[config.mk]
export PLATFORM = sky130hd
export DESIGN_NAME = pc_unit_flat
export DESIGN_NICKNAME = d
export VERILOG_FILES = /design/src/rtl/pc_unit_if.sv /design/src/rtl/pc_unit.sv /design/src/flat_wrapper.sv
export SDC_FILE = /design/constraint.sdc
export NUM_CORES = 1
export LEC_CHECK = 0
export ABC_AREA = 1
export CORE_UTILIZATION = 48
export CTS_CLUSTER_DIAMETER = 150
export DETAILED_ROUTE_END_ITERATION = 10
export PLACE_DENSITY = 0.83
export SLEW_MARGIN = 5
export SYNTH_ARGS = -nofsm -noshare
export SYNTH_HDL_FRONTEND = slang
export SYNTH_SLANG_ARGS = --single-unit
export TNS_END_PERCENT = 5
[constraint.sdc]
create_clock -name clk -period 3.8 [get_ports clk]
set_input_delay 0.95 -clock clk [delete_from_list [all_inputs] [get_ports clk]]
set_output_delay 0.95 -clock clk [all_outputs]
set_load 0.005 [all_outputs]
[src/rtl/pc_unit_if.sv]
// Decoder <-> PC stage bus: next-PC select, operands, interrupt line and PC-derived results.
// AlignErr is present only when PC_ALIGN_CHECK_EN is defined.
interface pc_unit_if;
    logic [2:0]  PCSrc;
    logic        ALUOut0;
    logic [31:0] Instruction;
    logic [31:0] DataBusA;
    logic        Hold;
    logic        IRQ;
    logic [31:0] PC;
    logic [31:0] PC_plus4;
    logic [31:0] LinkAddr;
    logic        ker;
    logic        IRQ_pend;
`ifdef PC_ALIGN_CHECK_EN
    logic        AlignErr;
`endif

    modport master (
        output PCSrc, ALUOut0, Instruction, DataBusA, Hold, IRQ,
`ifdef PC_ALIGN_CHECK_EN
        input  AlignErr,
`endif
        input  PC, PC_plus4, LinkAddr, ker, IRQ_pend
    );

    modport slave (
        input  PCSrc, ALUOut0, Instruction, DataBusA, Hold, IRQ,
`ifdef PC_ALIGN_CHECK_EN
        output AlignErr,
`endif
        output PC, PC_plus4, LinkAddr, ker, IRQ_pend
    );
endinterface

[src/rtl/pc_unit.sv]
// Program-counter stage of the single-cycle MIPS32 core: next-PC select, link address, IRQ latch.
// Optional macro PC_ALIGN_CHECK_EN: a misaligned jr/jalr target traps to ILLOP_VEC and pulses AlignErr.
module pc_unit #(
    parameter logic [31:0] RESET_VEC = 32'h8000_0000,
    parameter logic [31:0] ILLOP_VEC = 32'h8000_0004,
    parameter logic [31:0] XADR_VEC  = 32'h8000_0008
) (
    input logic   clk,
    input logic   reset,
    pc_unit_if.slave bus
);
    logic [31:0] pc_q, pc_d;
    logic        irq_smp_q, irq_smp_d;
    logic        irq_pend_q, irq_pend_d;
    logic [31:0] seq;
    logic [31:0] br_off;
    logic [31:0] jr_tgt;
    logic [31:0] next_pc;
    logic        irq_rise;
    logic        irq_clr;
`ifdef PC_ALIGN_CHECK_EN
    logic        misaligned;
    logic        align_err_q, align_err_d;
`else
    logic        unused_bits;
    assign unused_bits = ^{bus.DataBusA[1:0], bus.Instruction[31:26]};
`endif

    // Next-state computation for PC, IRQ sample/pending and alignment flag
    always_comb begin
        // PC[31] is carried separately so arithmetic wraps inside PC[30:0]
        seq      = {pc_q[31], pc_q[30:0] + 31'd4};
        br_off   = {{14{bus.Instruction[15]}}, bus.Instruction[15:0], 2'b00};
        jr_tgt   = {pc_q[31] & bus.DataBusA[31], bus.DataBusA[30:2], 2'b00};
`ifdef PC_ALIGN_CHECK_EN
        misaligned = (bus.DataBusA[1:0] != 2'b00);
`endif
        case (bus.PCSrc)
            3'd0: next_pc = seq;
            3'd1: begin
                if (bus.ALUOut0) begin
                    next_pc = {pc_q[31], seq[30:0] + br_off[30:0]};
                end else begin
                    next_pc = seq;
                end
            end
            3'd2: next_pc = {pc_q[31:28], bus.Instruction[25:0], 2'b00};
            3'd3: begin
`ifdef PC_ALIGN_CHECK_EN
                if (misaligned) begin
                    next_pc = ILLOP_VEC;
                end else begin
                    next_pc = jr_tgt;
                end
`else
                next_pc = jr_tgt;
`endif
            end
            3'd4:    next_pc = XADR_VEC;
            default: next_pc = ILLOP_VEC;
        endcase

        if (bus.Hold) begin
            pc_d = pc_q;
        end else begin
            pc_d = next_pc;
        end

        // A fresh rising edge beats a same-cycle clear
        irq_smp_d  = bus.IRQ;
        irq_rise   = bus.IRQ & ~irq_smp_q;
        irq_clr    = (bus.PCSrc == 3'd4) & ~bus.Hold;
        irq_pend_d = irq_rise | (irq_pend_q & ~irq_clr);
`ifdef PC_ALIGN_CHECK_EN
        align_err_d = ~bus.Hold & (bus.PCSrc == 3'd3) & misaligned;
`endif
    end

    // State registers with synchronous reset
    always_ff @(posedge clk) begin
        if (reset) begin
            pc_q        <= RESET_VEC;
            irq_smp_q   <= 1'b0;
            irq_pend_q  <= 1'b0;
`ifdef PC_ALIGN_CHECK_EN
            align_err_q <= 1'b0;
`endif
        end else begin
            pc_q        <= pc_d;
            irq_smp_q   <= irq_smp_d;
            irq_pend_q  <= irq_pend_d;
`ifdef PC_ALIGN_CHECK_EN
            align_err_q <= align_err_d;
`endif
        end
    end

    assign bus.PC       = pc_q;
    assign bus.PC_plus4 = seq;
    assign bus.LinkAddr = (bus.PCSrc == 3'd4) ? pc_q : seq;
    assign bus.ker      = pc_q[31];
    assign bus.IRQ_pend = irq_pend_q;
`ifdef PC_ALIGN_CHECK_EN
    assign bus.AlignErr = align_err_q;
`endif
endmodule

[src/flat_wrapper.sv]
// flat-port wrapper written by rule: the top's interface ports become plain ports
module pc_unit_flat 
#(
    parameter logic [31:0] RESET_VEC = 32'h8000_0000,
    parameter logic [31:0] ILLOP_VEC = 32'h8000_0004,
    parameter logic [31:0] XADR_VEC  = 32'h8000_0008
)
  (clk, reset, bus_PCSrc, bus_ALUOut0, bus_Instruction, bus_DataBusA, bus_Hold, bus_IRQ, bus_PC, bus_PC_plus4, bus_LinkAddr, bus_ker, bus_IRQ_pend);
  pc_unit_if bus_i ();
  input logic clk;
  input logic reset;
  input wire logic [$bits(bus_i.PCSrc)-1:0] bus_PCSrc;
  input wire logic [$bits(bus_i.ALUOut0)-1:0] bus_ALUOut0;
  input wire logic [$bits(bus_i.Instruction)-1:0] bus_Instruction;
  input wire logic [$bits(bus_i.DataBusA)-1:0] bus_DataBusA;
  input wire logic [$bits(bus_i.Hold)-1:0] bus_Hold;
  input wire logic [$bits(bus_i.IRQ)-1:0] bus_IRQ;
  output wire logic [$bits(bus_i.PC)-1:0] bus_PC;
  output wire logic [$bits(bus_i.PC_plus4)-1:0] bus_PC_plus4;
  output wire logic [$bits(bus_i.LinkAddr)-1:0] bus_LinkAddr;
  output wire logic [$bits(bus_i.ker)-1:0] bus_ker;
  output wire logic [$bits(bus_i.IRQ_pend)-1:0] bus_IRQ_pend;
  assign bus_i.PCSrc = bus_PCSrc;
  assign bus_i.ALUOut0 = bus_ALUOut0;
  assign bus_i.Instruction = bus_Instruction;
  assign bus_i.DataBusA = bus_DataBusA;
  assign bus_i.Hold = bus_Hold;
  assign bus_i.IRQ = bus_IRQ;
  assign bus_PC = bus_i.PC;
  assign bus_PC_plus4 = bus_i.PC_plus4;
  assign bus_LinkAddr = bus_i.LinkAddr;
  assign bus_ker = bus_i.ker;
  assign bus_IRQ_pend = bus_i.IRQ_pend;
  pc_unit #(.RESET_VEC(RESET_VEC), .ILLOP_VEC(ILLOP_VEC), .XADR_VEC(XADR_VEC)) u_core (.clk(clk), .reset(reset), .bus(bus_i));
endmodule
==> flow_metrics.py, run 1 <==
metrics = {
    "worst_setup_path": {
        "startpoint_type": "flip-flop",
        "required_ns": 2.85,
        "cp_slowest_cell": "clkdlybuf4s50_1",
        "worstPathArrival_ns": 2.70,
        "timing.rr.start": "u_core.bus.PC[20]$_SDFFE_PP0N_",
        "cpPeakStageDelay_ns": 0.53,
        "reg2reg_depth": 20,
        "cp-end-kind": "output pin",
        "cp_num_buf_inv": 2,
        "cp_max_fo": 9,
        "crit_chain": "nand2_1, nor2_2, nand4_1, nor3_1, xor2_1, buf_4, o21ai_0, clkdlybuf4s50_1",
        "crit_type": "flip-flop to output pin",
        "startpoint": "u_core.bus.PC[20]$_SDFFE_PP0N_",
        "r2r-end": "u_core.bus.PC[27]$_SDFFE_PP0N_",
        "reg2reg_slack_ns": 0.23,
        "critPathTopFamily": "simple AND/OR/NAND/NOR gates",
    },
    "yosys": {
        "synth_adder_area_share": 0.0796,
        "synthMuxAreaShare": 0,
        "synthDistinctLibCells": 55,
        "synth_xor_area_frac": 0.0346,
        "synthCells": 957,
        "yosysSeqAreaShare": 0.121,
        "syn_area_per_cell_um2": 5.52,
        "synth-simple-area-share": 0.432,
        "synth_compound_area_frac": 0.203,
        "synth_top_family_by_area": "simple AND/OR/NAND/NOR gates",
        "synth_seq_cells": 32,
        "ys_warn_count": 0,
        "syn_area_um2": 5280,
    },
    "sta": {
        "worst_pin_slew_ns": 0.578,
        "fin_crit_ns": 3.65,
        "max_freq_ghz": 0.274,
        "slew_headroom": 0.613,
        "hold_violations": 0,
        "period_share": 0.960,
        "skew_ns": 0.00859,
        "rsz0062_at_grt": "no",
        "tns_ns": 0,
        "maxSlewViolCount": 0,
        "setup_viol": 0,
    },
    "grt": {
        "grt_max_degree": 49,
        "grt_pass1_wl_um": 33700,
        "gr-total-overflow": 0,
        "grt_use_total": 0.381,
        "grt_pass1_vias": 6714,
        "antenna_found_initial": 0,
    },
    "pwr": {
        "intPower_uw": 769,
        "swShare": 0.385,
        "ir_drop_mv": 0.143,
        "power_uw": 1250,
        "power_per_cell_area_nw_per_um2": 167,
        "power.leakage_uw": 0.00340,
        "p_switching_uw": 481,
        "seqPwrFrac": 0.295,
        "combinationalPowerShare": 0.475,
        "pwr-share-clk": 0.230,
    },
    "cts": {
        "clk_pin_slew_worst_paths_ns": 0.08,
        "root_buffer": "clkbuf_8",
        "clockBufferDepth": 2,
        "cts.sinks": 32,
        "clock_latency_ns": 0.30,
        "h-tree-depth": 2,
        "cts_tree": "yes",
        "numCtsBuffers": 5,
    },
    "layout": {
        "fin_nets": 1256,
        "area_delta_synth_final_pct": 41.4,
        "diodes": 0,
        "drive_above_1_share": 0.105,
        "fillers": 991,
    },
    "route": {
        "drtAntennaViolNets": 0,
        "via_per_inst": 5.61,
        "dr.first_iter.drc_count": 580,
        "routedWlPerCell_um": 16.7,
        "drtPass1Iterations": 8,
        "wl_um": 21600,
        "route.vias.total": 7224,
        "drc": 0,
    },
    "floorplan": {
        "ios": 170,
        "die_h_um": 107,
        "row_count": 37,
        "fp.dieW_um": 107,
        "die_area_um2": 11400,
        "initial_utilization": 0.503,
        "core_area_um2": 10500,
    },
    "worst_hold_path": {
        "worstHoldEndpoint": "u_core.bus.IRQ_pend$_SDFF_PP0_",
        "hold_depth": 1,
        "hold_class": "flip-flop to flip-flop",
        "worstHoldStart": "u_core.irq_smp_q$_SDFF_PP0_",
    },
    "placement": {
        "port_buffers": 155,
        "dp_hpwl_um": 17800,
        "finalWeightedCongestion": 1.02,
    },
    "run": {
        "max_cap_viol_count": 0,
    },
    "run_status": {
        "status": "complete, no violations",
    },
}
==> power groups by stage <==
stage	registers [uW]	clock network, uW	logic, uW
2_1_floorplan	377	0	286
3_3_place_gp	375	0	576
3_5_place_dp	375	0	580
4_1_cts	368	284	583
5_1_grt	371	304	648
6_report	369	288	594
==> layout make-up <==
class | count | area, um2 | area share
multi-input cells | 759 | 4000 | 0.536
clock inverters | 2 | 15.0 | 0.00201
flip-flops and latches | 32 | 644 | 0.0863
repair buffers | 216 | 2030 | 0.272
inverters | 137 | 518 | 0.0694
clock buffers | 6 | 82.6 | 0.0111
well taps | 136 | 170 | 0.0228
==> per-layer routing <==
metal | track usage | up-vias | part of all wire
li1 | - | 3502 | -
met1 | 0.471 | 3214 | 0.41
met2 | 0.631 | 432 | 0.45
met3 | 0.0474 | 76 | 0.078
met4 | 0.233 | 0 | 0.064
met5 | 0 | - | 0
==> worst max path at each step <==
stage                                      to  depth (start not counted)
6_report                     bus_LinkAddr[21]                          8
5_1_grt        u_core.bus.PC[27]$_SDFFE_PP0N_                         20
4_1_cts                       bus_LinkAddr[5]                          7
3_5_place_dp                 bus_LinkAddr[11]                          7
3_3_place_gp                  bus_LinkAddr[5]                          7
2_1_floorplan                bus_LinkAddr[13]                          7
==> state kept, by name, indices dropped and copies added, names as in the netlist <==
| signal | count |
|---|---|
| u_core.bus.PC | 30 |
| u_core.bus.IRQ_pend | 1 |
| u_core.irq_smp_q | 1 |
==> cell usage after synthesis, drive strengths merged <==
library cell,number,area share
o211ai,7,0.0099
a21o,7,0.0099
a221oi,2,0.0033
a21oi,68,0.067
a31oi,1,0.0012
nand3,60,0.063
conb,1,0.00071
nor4,1,0.0012
nand3b,2,0.0028
nand4,21,0.028
xor2,18,0.030
nand2,324,0.24
nor3,19,0.023
a21boi,1,0.0014
o22ai,1,0.0012
and2,1,0.0012
a41oi,1,0.0017
o21bai,5,0.0085
o2111ai,6,0.0099
clkbuf,16,0.012
o41ai,1,0.0017
buf,18,0.020
a22oi,10,0.014
inv,134,0.095
dfxtp,32,0.12
o21ai,70,0.068
clkinv,3,0.0021
nor2,83,0.071
nor3b,1,0.0014
xnor2,2,0.0047
a31o,1,0.0017
or2,5,0.0059
o221ai,1,0.0017
o21a,1,0.0014
ha,32,0.076
fa,1,0.0038
==> cells in the final DEF (no fill, tap or decap), drive strengths merged, types with 2 or more instances in the layout <==
| cell | Yosys | final |
|---|---|---|
| nand2 | 324 | 324 |
| clkdlybuf4s50 | 0 | 155 |
| inv | 134 | 134 |
| nor2 | 83 | 83 |
| o21ai | 70 | 70 |
| a21oi | 68 | 68 |
| buf | 18 | 61 |
| nand3 | 60 | 60 |
| ha | 32 | 32 |
| dfxtp | 32 | 32 |
| nand4 | 21 | 21 |
| nor3 | 19 | 19 |
| xor2 | 18 | 18 |
| a22oi | 10 | 10 |
| a21o | 7 | 7 |
| o211ai | 7 | 7 |
| o2111ai | 6 | 6 |
| conb | 1 | 6 |
| clkbuf | 16 | 6 |
| or2 | 5 | 5 |
| o21bai | 5 | 5 |
| clkinvlp | 0 | 3 |
| nand3b | 2 | 2 |
| a221oi | 2 | 2 |
| clkinv | 3 | 2 |
| xnor2 | 2 | 2 |
==> stage by stage <==
stage	std cells	area [um2]	setup slack (ns)	utilization	hold slack [ns]
floorplan	962	5300	0.764	-	0.408
global placement	1279	7340	0.0928	0.699	0.413
detailed placement	1279	7340	0.0626	0.699	0.436
CTS	1287	7440	0.0603	0.708	0.438
global route	1288	7470	0.00852	0.711	0.458
finish	1288	7470	0.153	0.711	0.440
==> cells by family after synthesis <==
| logic type | Yosys count |
|---|---|
| AO/OA/AOI/OAI | 183 |
| XOR/XNOR | 20 |
| adder cells (fa/ha/maj) | 33 |
| buffers and inverters | 171 |
| flip-flops | 32 |
| other | 1 |
| AND/OR/NAND/NOR | 517 |
==> timing repair <==
item	CTS	global route
endpoints found under the setup margin	0	6
hold buffers	0	0
resized for setup	0	6
buffers inserted	0	1
No activity file was read; power rests on OpenSTA's default activity.
==> run 2: changes to the inputs <==
Settings changed: CORE_UTILIZATION 48 to 49, CTS_BUF_LIST from default to sky130_fd_sc_hd__clkbuf_8, PLACE_DENSITY 0.83 to 0.84.
==> run 2 against run 1 <==
  * Cell area fell by 1.2%
  * Routed wire length increased by 1.2%
  * Die area is 2.0% lower
  * Clock power rose by 27%
  * Flip-flop and latch count is the same
  * Final cell count fell by 1.2%
  * First-iteration DRC count up 20%
  * Clock skew is 0.00056 ns higher
  * Hold slack better by 0.0018 ns
  * Non-clock buffer count fell by 15
==> flow_metrics.py, run 2 (synthesis results as in run 1) <==
metrics = {
    "cts": {
        "cts.sinks": 32,
        "cts_hold_buf": 0,
        "numCtsBuffers": 5,
        "h-tree-depth": 2,
        "clk_pin_slew_worst_paths_ns": 0.07,
        "clockBufferDepth": 2,
        "root_buffer": "clkbuf_8",
        "clock_latency_ns": 0.29,
        "cts_tree": "yes",
    },
    "layout": {
        "fin_util": 0.712,
        "diodes": 0,
        "fin_nets": 1241,
        "mostFrequentLayoutCell": "nand2_1",
        "instances_no_fill": 1273,
        "drive_above_1_share": 0.0941,
        "final_cell_area_um2": 7380,
        "mostFrequentLayoutCells": "nand2_1 (317), clkdlybuf4s50_1 (155), inv_1 (127)",
        "area_delta_synth_final_pct": 39.7,
        "largest_reg_flops": 30,
    },
    "sta": {
        "fin_crit_ns": 3.65,
        "hold_violations": 0,
        "hold_slack_ns": 0.442,
        "skew_ns": 0.00915,
        "slew_headroom": 0.490,
        "rsz0062_at_grt": "yes",
        "worst_pin_slew_ns": 0.760,
        "period_share": 0.960,
        "maxSlewViolCount": 0,
        "setup_viol": 0,
        "max_freq_ghz": 0.274,
    },
    "worst_setup_path": {
        "crit_type": "input port to output pin",
        "crit_top_cell": "clkdlybuf4s50_1",
        "cp_slowest_cell": "clkdlybuf4s50_1",
        "cp_max_fo": 47,
        "startpoint_type": "input port",
        "required_ns": 2.85,
        "worstPathArrival_ns": 2.70,
        "crit_chain": "clkdlybuf4s50_1, nor2_1, inv_1, nor2_4, buf_12, nand2_1, o21ai_0, clkdlybuf4s50_1",
        "cpPeakStageDelay_ns": 0.54,
        "cp-end-kind": "output pin",
    },
    "worst_hold_path": {
        "hold_class": "flip-flop to flip-flop",
    },
    "pwr": {
        "power_per_cell_area_nw_per_um2": 179,
        "intPower_uw": 844,
        "ir_drop_mv": 0.166,
        "seqPwrFrac": 0.282,
        "power.leakage_uw": 0.00335,
        "pwr-share-clk": 0.277,
        "p_switching_uw": 479,
        "swShare": 0.362,
        "combinationalPowerShare": 0.440,
    },
    "route": {
        "wl_um": 21800,
        "via_per_inst": 5.66,
        "dr.first_iter.drc_count": 697,
        "drc": 0,
        "drtPass1Iterations": 5,
        "drtAntennaViolNets": 0,
        "routedWlPerCell_um": 17.1,
        "route.vias.total": 7206,
    },
    "grt": {
        "grt_pass1_vias": 6762,
        "gr-total-overflow": 0,
        "grt_pass1_wl_um": 34000,
        "antenna_found_initial": 0,
        "grt_max_degree": 48,
        "grt_use_total": 0.389,
    },
    "floorplan": {
        "initial_utilization": 0.509,
        "ios": 170,
        "fp.dieW_um": 106,
        "die_h_um": 106,
        "die_area_um2": 11200,
        "row_count": 37,
        "core_area_um2": 10400,
    },
    "placement": {
        "dpl.cell_count": 1265,
        "finalWeightedCongestion": 1.02,
        "port_buffers": 155,
        "placed_area_um2": 7230,
        "dp_hpwl_um": 17700,
    },
    "run": {
        "max_cap_viol_count": 0,
    },
    "run_status": {
        "status": "complete, no violations",
    },
}
run 2: cell count changes in the layout (fill, tap and decap cells not counted), moves of 2 or more:
cell | previous run | this run
buf_4 | 59 | 45
clkinvlp_4 | 3 | 0
dfxtp_1 | 29 | 31
dfxtp_2 | 3 | 1
run 2: worst max-delay path: cells and delay by family:
| family | cells | cell delay [ns] |
|---|---|---|
| and+or+nand+nor | 3 | 0.35 |
| AOI/OAI and AO/OA | 1 | 0.09 |
| buffers and inverters | 4 | 1.29 |
run 2: path summary, 6_finish.rpt:
check                                         to                      startpoint  cells after the start  slack [ns]
setup / recovery                bus_LinkAddr[14]                    bus_PCSrc[1]                      8        0.15
hold reg to reg   u_core.bus.IRQ_pend$_SDFF_PP0_     u_core.irq_smp_q$_SDFF_PP0_                      1        0.44
hold / removal    u_core.bus.IRQ_pend$_SDFF_PP0_     u_core.irq_smp_q$_SDFF_PP0_                      1        0.44
setup reg to reg  u_core.bus.PC[25]$_SDFFE_PP0N_  u_core.bus.PC[19]$_SDFFE_PP0N_                     20        0.31
run 2: cell type report:
| class | instances | area (um2) |
|---|---|---|
| clock buffer | 7 | 96.3 |
| clock inverter | 1 | 30.0 |
| fill | 962 | 2990 |
| inverter | 137 | 515 |
| multi-input combinational | 759 | 4020 |
| sequential | 32 | 642 |
| tap | 136 | 170 |
| timing repair buffer | 201 | 1910 |
run 2: power by group through the flow:
stage / clock network (uW) / logic (uW) / registers [uW]
3_3_place_gp: 0 / 561 / 380
6_report: 367 / 583 / 374
2_1_floorplan: 0 / 286 / 377
5_1_grt: 383 / 633 / 375
4_1_cts: 366 / 570 / 372
3_5_place_dp: 0 / 566 / 380
run 2: what timing repair did:
action                                  CTS  global route
resized for setup                         1             7
setup buffers                             0             0
endpoints found under the setup margin    4            23
run 2: layer usage:
layer  vias up  wire length [um]  global-route usage
li1       3456                 -                   -
met1      3237              8750               0.476
met2       440             10000               0.664
met3        73              1820              0.0464
met4         0              1220               0.208
met5         -                 0                   0
run 2: through the flow:
step | total power, uW | setup TNS (ns) | setup WS (ns)
finish | 1320 | 0 | 0.152
CTS | 1310 | 0 | 0.0764
detailed placement | 946 | -0.0808 | -0.0364
global route | 1390 | -0.0867 | -0.0393
floorplan | 663 | 0 | 0.764
global placement | 941 | -0.0394 | -0.0255
==> run 3: changes to the inputs <==
Settings changed: CTS_CLUSTER_SIZE from default to 30, GPL_TIMING_DRIVEN from default to 0.
==> run 3 against run 2 <==
  * First-iteration DRC count is 7.5% lower
  * Power shrank 2.0%
  * Via count increased by 0.25%
  * Largest power group unchanged
  * Core utilization decreased by 0.56 points
  * Clock power fell by 5.4%
  * Combinational power decreased by 2%
  * Clock-buffer cell count is 2 lower
  * Sequential share of layout area up 0.21 points
  * Global-route usage is 1.3 points lower
  * Hold slack lost 0.0091 ns
==> flow_metrics.py, run 3 (synthesis results as in run 1) <==
metrics = {
    "sta": {
        "worst_pin_slew_ns": 0.874,
        "hold_slack_ns": 0.433,
        "hold_violations": 0,
        "setup_viol": 0,
        "fin_crit_ns": 3.71,
        "max_freq_ghz": 0.270,
        "tns_ns": 0,
        "period_share": 0.976,
        "skew_ns": 0.00934,
        "rsz0062_at_grt": "yes",
        "maxSlewViolCount": 0,
        "slew_headroom": 0.416,
    },
    "grt": {
        "antenna_found_initial": 0,
        "gr-total-overflow": 0,
        "grt_max_degree": 19,
        "grt_pass1_wl_um": 33100,
        "grt_use_total": 0.377,
        "grt_pass1_vias": 6490,
    },
    "route": {
        "drtAntennaViolNets": 0,
        "wl_met3_um": 2490,
        "routedWlPerCell_um": 17.1,
        "dr_wl_met2_um": 9230,
        "drc": 0,
        "wl_um": 21500,
        "wl_met1_um": 8510,
        "dr.first_iter.drc_count": 645,
        "drtPass1Iterations": 9,
        "highest_layer": "met4",
        "route.vias.total": 7224,
        "via_per_inst": 5.73,
    },
    "layout": {
        "mostFrequentLayoutCell": "nand2_1",
        "largest_reg_flops": 30,
        "drive_above_1_share": 0.0969,
        "area_delta_synth_final_pct": 38.6,
        "fillers": 941,
        "final_cell_area_um2": 7320,
        "fin_util": 0.706,
        "diodes": 0,
        "mostFrequentLayoutCells": "nand2_1 (316), clkdlybuf4s50_1 (147), inv_1 (125)",
        "fin_nets": 1229,
    },
    "cts": {
        "clk_pin_slew_worst_paths_ns": 0.08,
        "numCtsBuffers": 5,
        "h-tree-depth": 2,
        "clockBufferDepth": 2,
        "cts_tree": "yes",
        "cts.sinks": 32,
        "root_buffer": "clkbuf_8",
        "clock_latency_ns": 0.29,
    },
    "worst_setup_path": {
        "crit_top_cell": "nor2_4",
        "crit_type": "flip-flop to output pin",
        "cp_slowest_cell": "clkdlybuf4s50_1",
        "crit_chain": "nand3_2, nor2_4, nand2_4, nor2_4, nand4_4, xnor2_2, inv_2, o21ai_0, clkdlybuf4s50_1",
        "cp_max_fo": 8,
        "worstPathArrival_ns": 2.76,
        "cp-end-kind": "output pin",
        "required_ns": 2.85,
        "startpoint_type": "flip-flop",
        "cpPeakStageDelay_ns": 0.53,
    },
    "floorplan": {
        "die_h_um": 106,
        "die_area_um2": 11200,
        "core_area_um2": 10400,
        "ios": 170,
        "row_count": 37,
        "fp.dieW_um": 106,
        "initial_utilization": 0.509,
    },
    "pwr": {
        "power.leakage_uw": 0.00329,
        "ir_drop_mv": 0.156,
        "power_per_cell_area_nw_per_um2": 177,
    },
    "placement": {
        "finalWeightedCongestion": 1.05,
        "port_buffers": 153,
        "dp_hpwl_um": 17200,
        "placed_area_um2": 7000,
    },
    "run_status": {
        "status": "complete, no violations",
    },
    "worst_hold_path": {
        "hold_class": "flip-flop to flip-flop",
    },
    "run": {
        "max_cap_viol_count": 0,
    },
}
## run 3: stage by stage
| stage | std cells | setup slack, ns | total power, uW |
|---|---|---|---|
| after floorplan | 962 | 0.764 | 663 |
| after global placement | 1251 | -0.585 | 916 |
| after detailed placement | 1251 | -0.598 | 921 |
| after CTS | 1259 | 0.0230 | 1270 |
| after global routing | 1261 | -0.0116 | 1360 |
| final | 1261 | 0.0926 | 1300 |
## run 3: power breakdown
group | leakage (uW) | switching [uW] | internal (uW)
registers | 0.000264 | 27.0 | 350
logic | 0.00297 | 321 | 252
clock network | 0.0000548 | 150 | 198
total | 0.00329 | 498 | 799
## run 3: cell type report
cell class	count	area (um2)	area share
timing repair buffer	155	1550	0.212
clock buffer	5	68.8	0.00940
tap	136	170	0.0232
sequential	32	652	0.0890
clock inverter	3	46.3	0.00632
buffer	34	195	0.0267
inverter	137	517	0.0706
multi-input combinational	759	4120	0.563
## run 3: worst paths after layout
check	from	end	slack (ns)	cells after the start
worst max register to register	u_core.bus.PC[19]$_SDFFE_PP0N_	u_core.bus.PC[27]$_SDFFE_PP0N_	0.19	18
worst max-delay path	u_core.bus.PC[4]$_SDFFE_PP0N_	bus_LinkAddr[19]	0.09	9
worst min-delay path	u_core.irq_smp_q$_SDFF_PP0_	u_core.bus.IRQ_pend$_SDFF_PP0_	0.43	1
worst min register to register	u_core.irq_smp_q$_SDFF_PP0_	u_core.bus.IRQ_pend$_SDFF_PP0_	0.43	1
## run 3: worst max-delay path, delay by kind of cell (launching register included)
family / cells / cell delay, ns
AO/OA/AOI/OAI: 1 / 0.18
XOR/XNOR: 1 / 0.36
buffers and inverters: 2 / 0.62
flip-flops: 1 / 0.50
AND/OR/NAND/NOR: 5 / 0.80
## run 3: routing by layer
metal | vias to the layer above | GRT usage
li1 | 3446 | -
met1 | 3170 | 0.502
met2 | 514 | 0.595
met3 | 94 | 0.0470
met4 | 0 | 0.191
met5 | - | 0
## run 3: what timing repair did
item | CTS | global route
hold buffers | 0 | 0
gates resized for setup | 19 | 46
setup endpoints to repair | 36 | 44
pin swaps | 0 | 2
setup buffers | 0 | 2
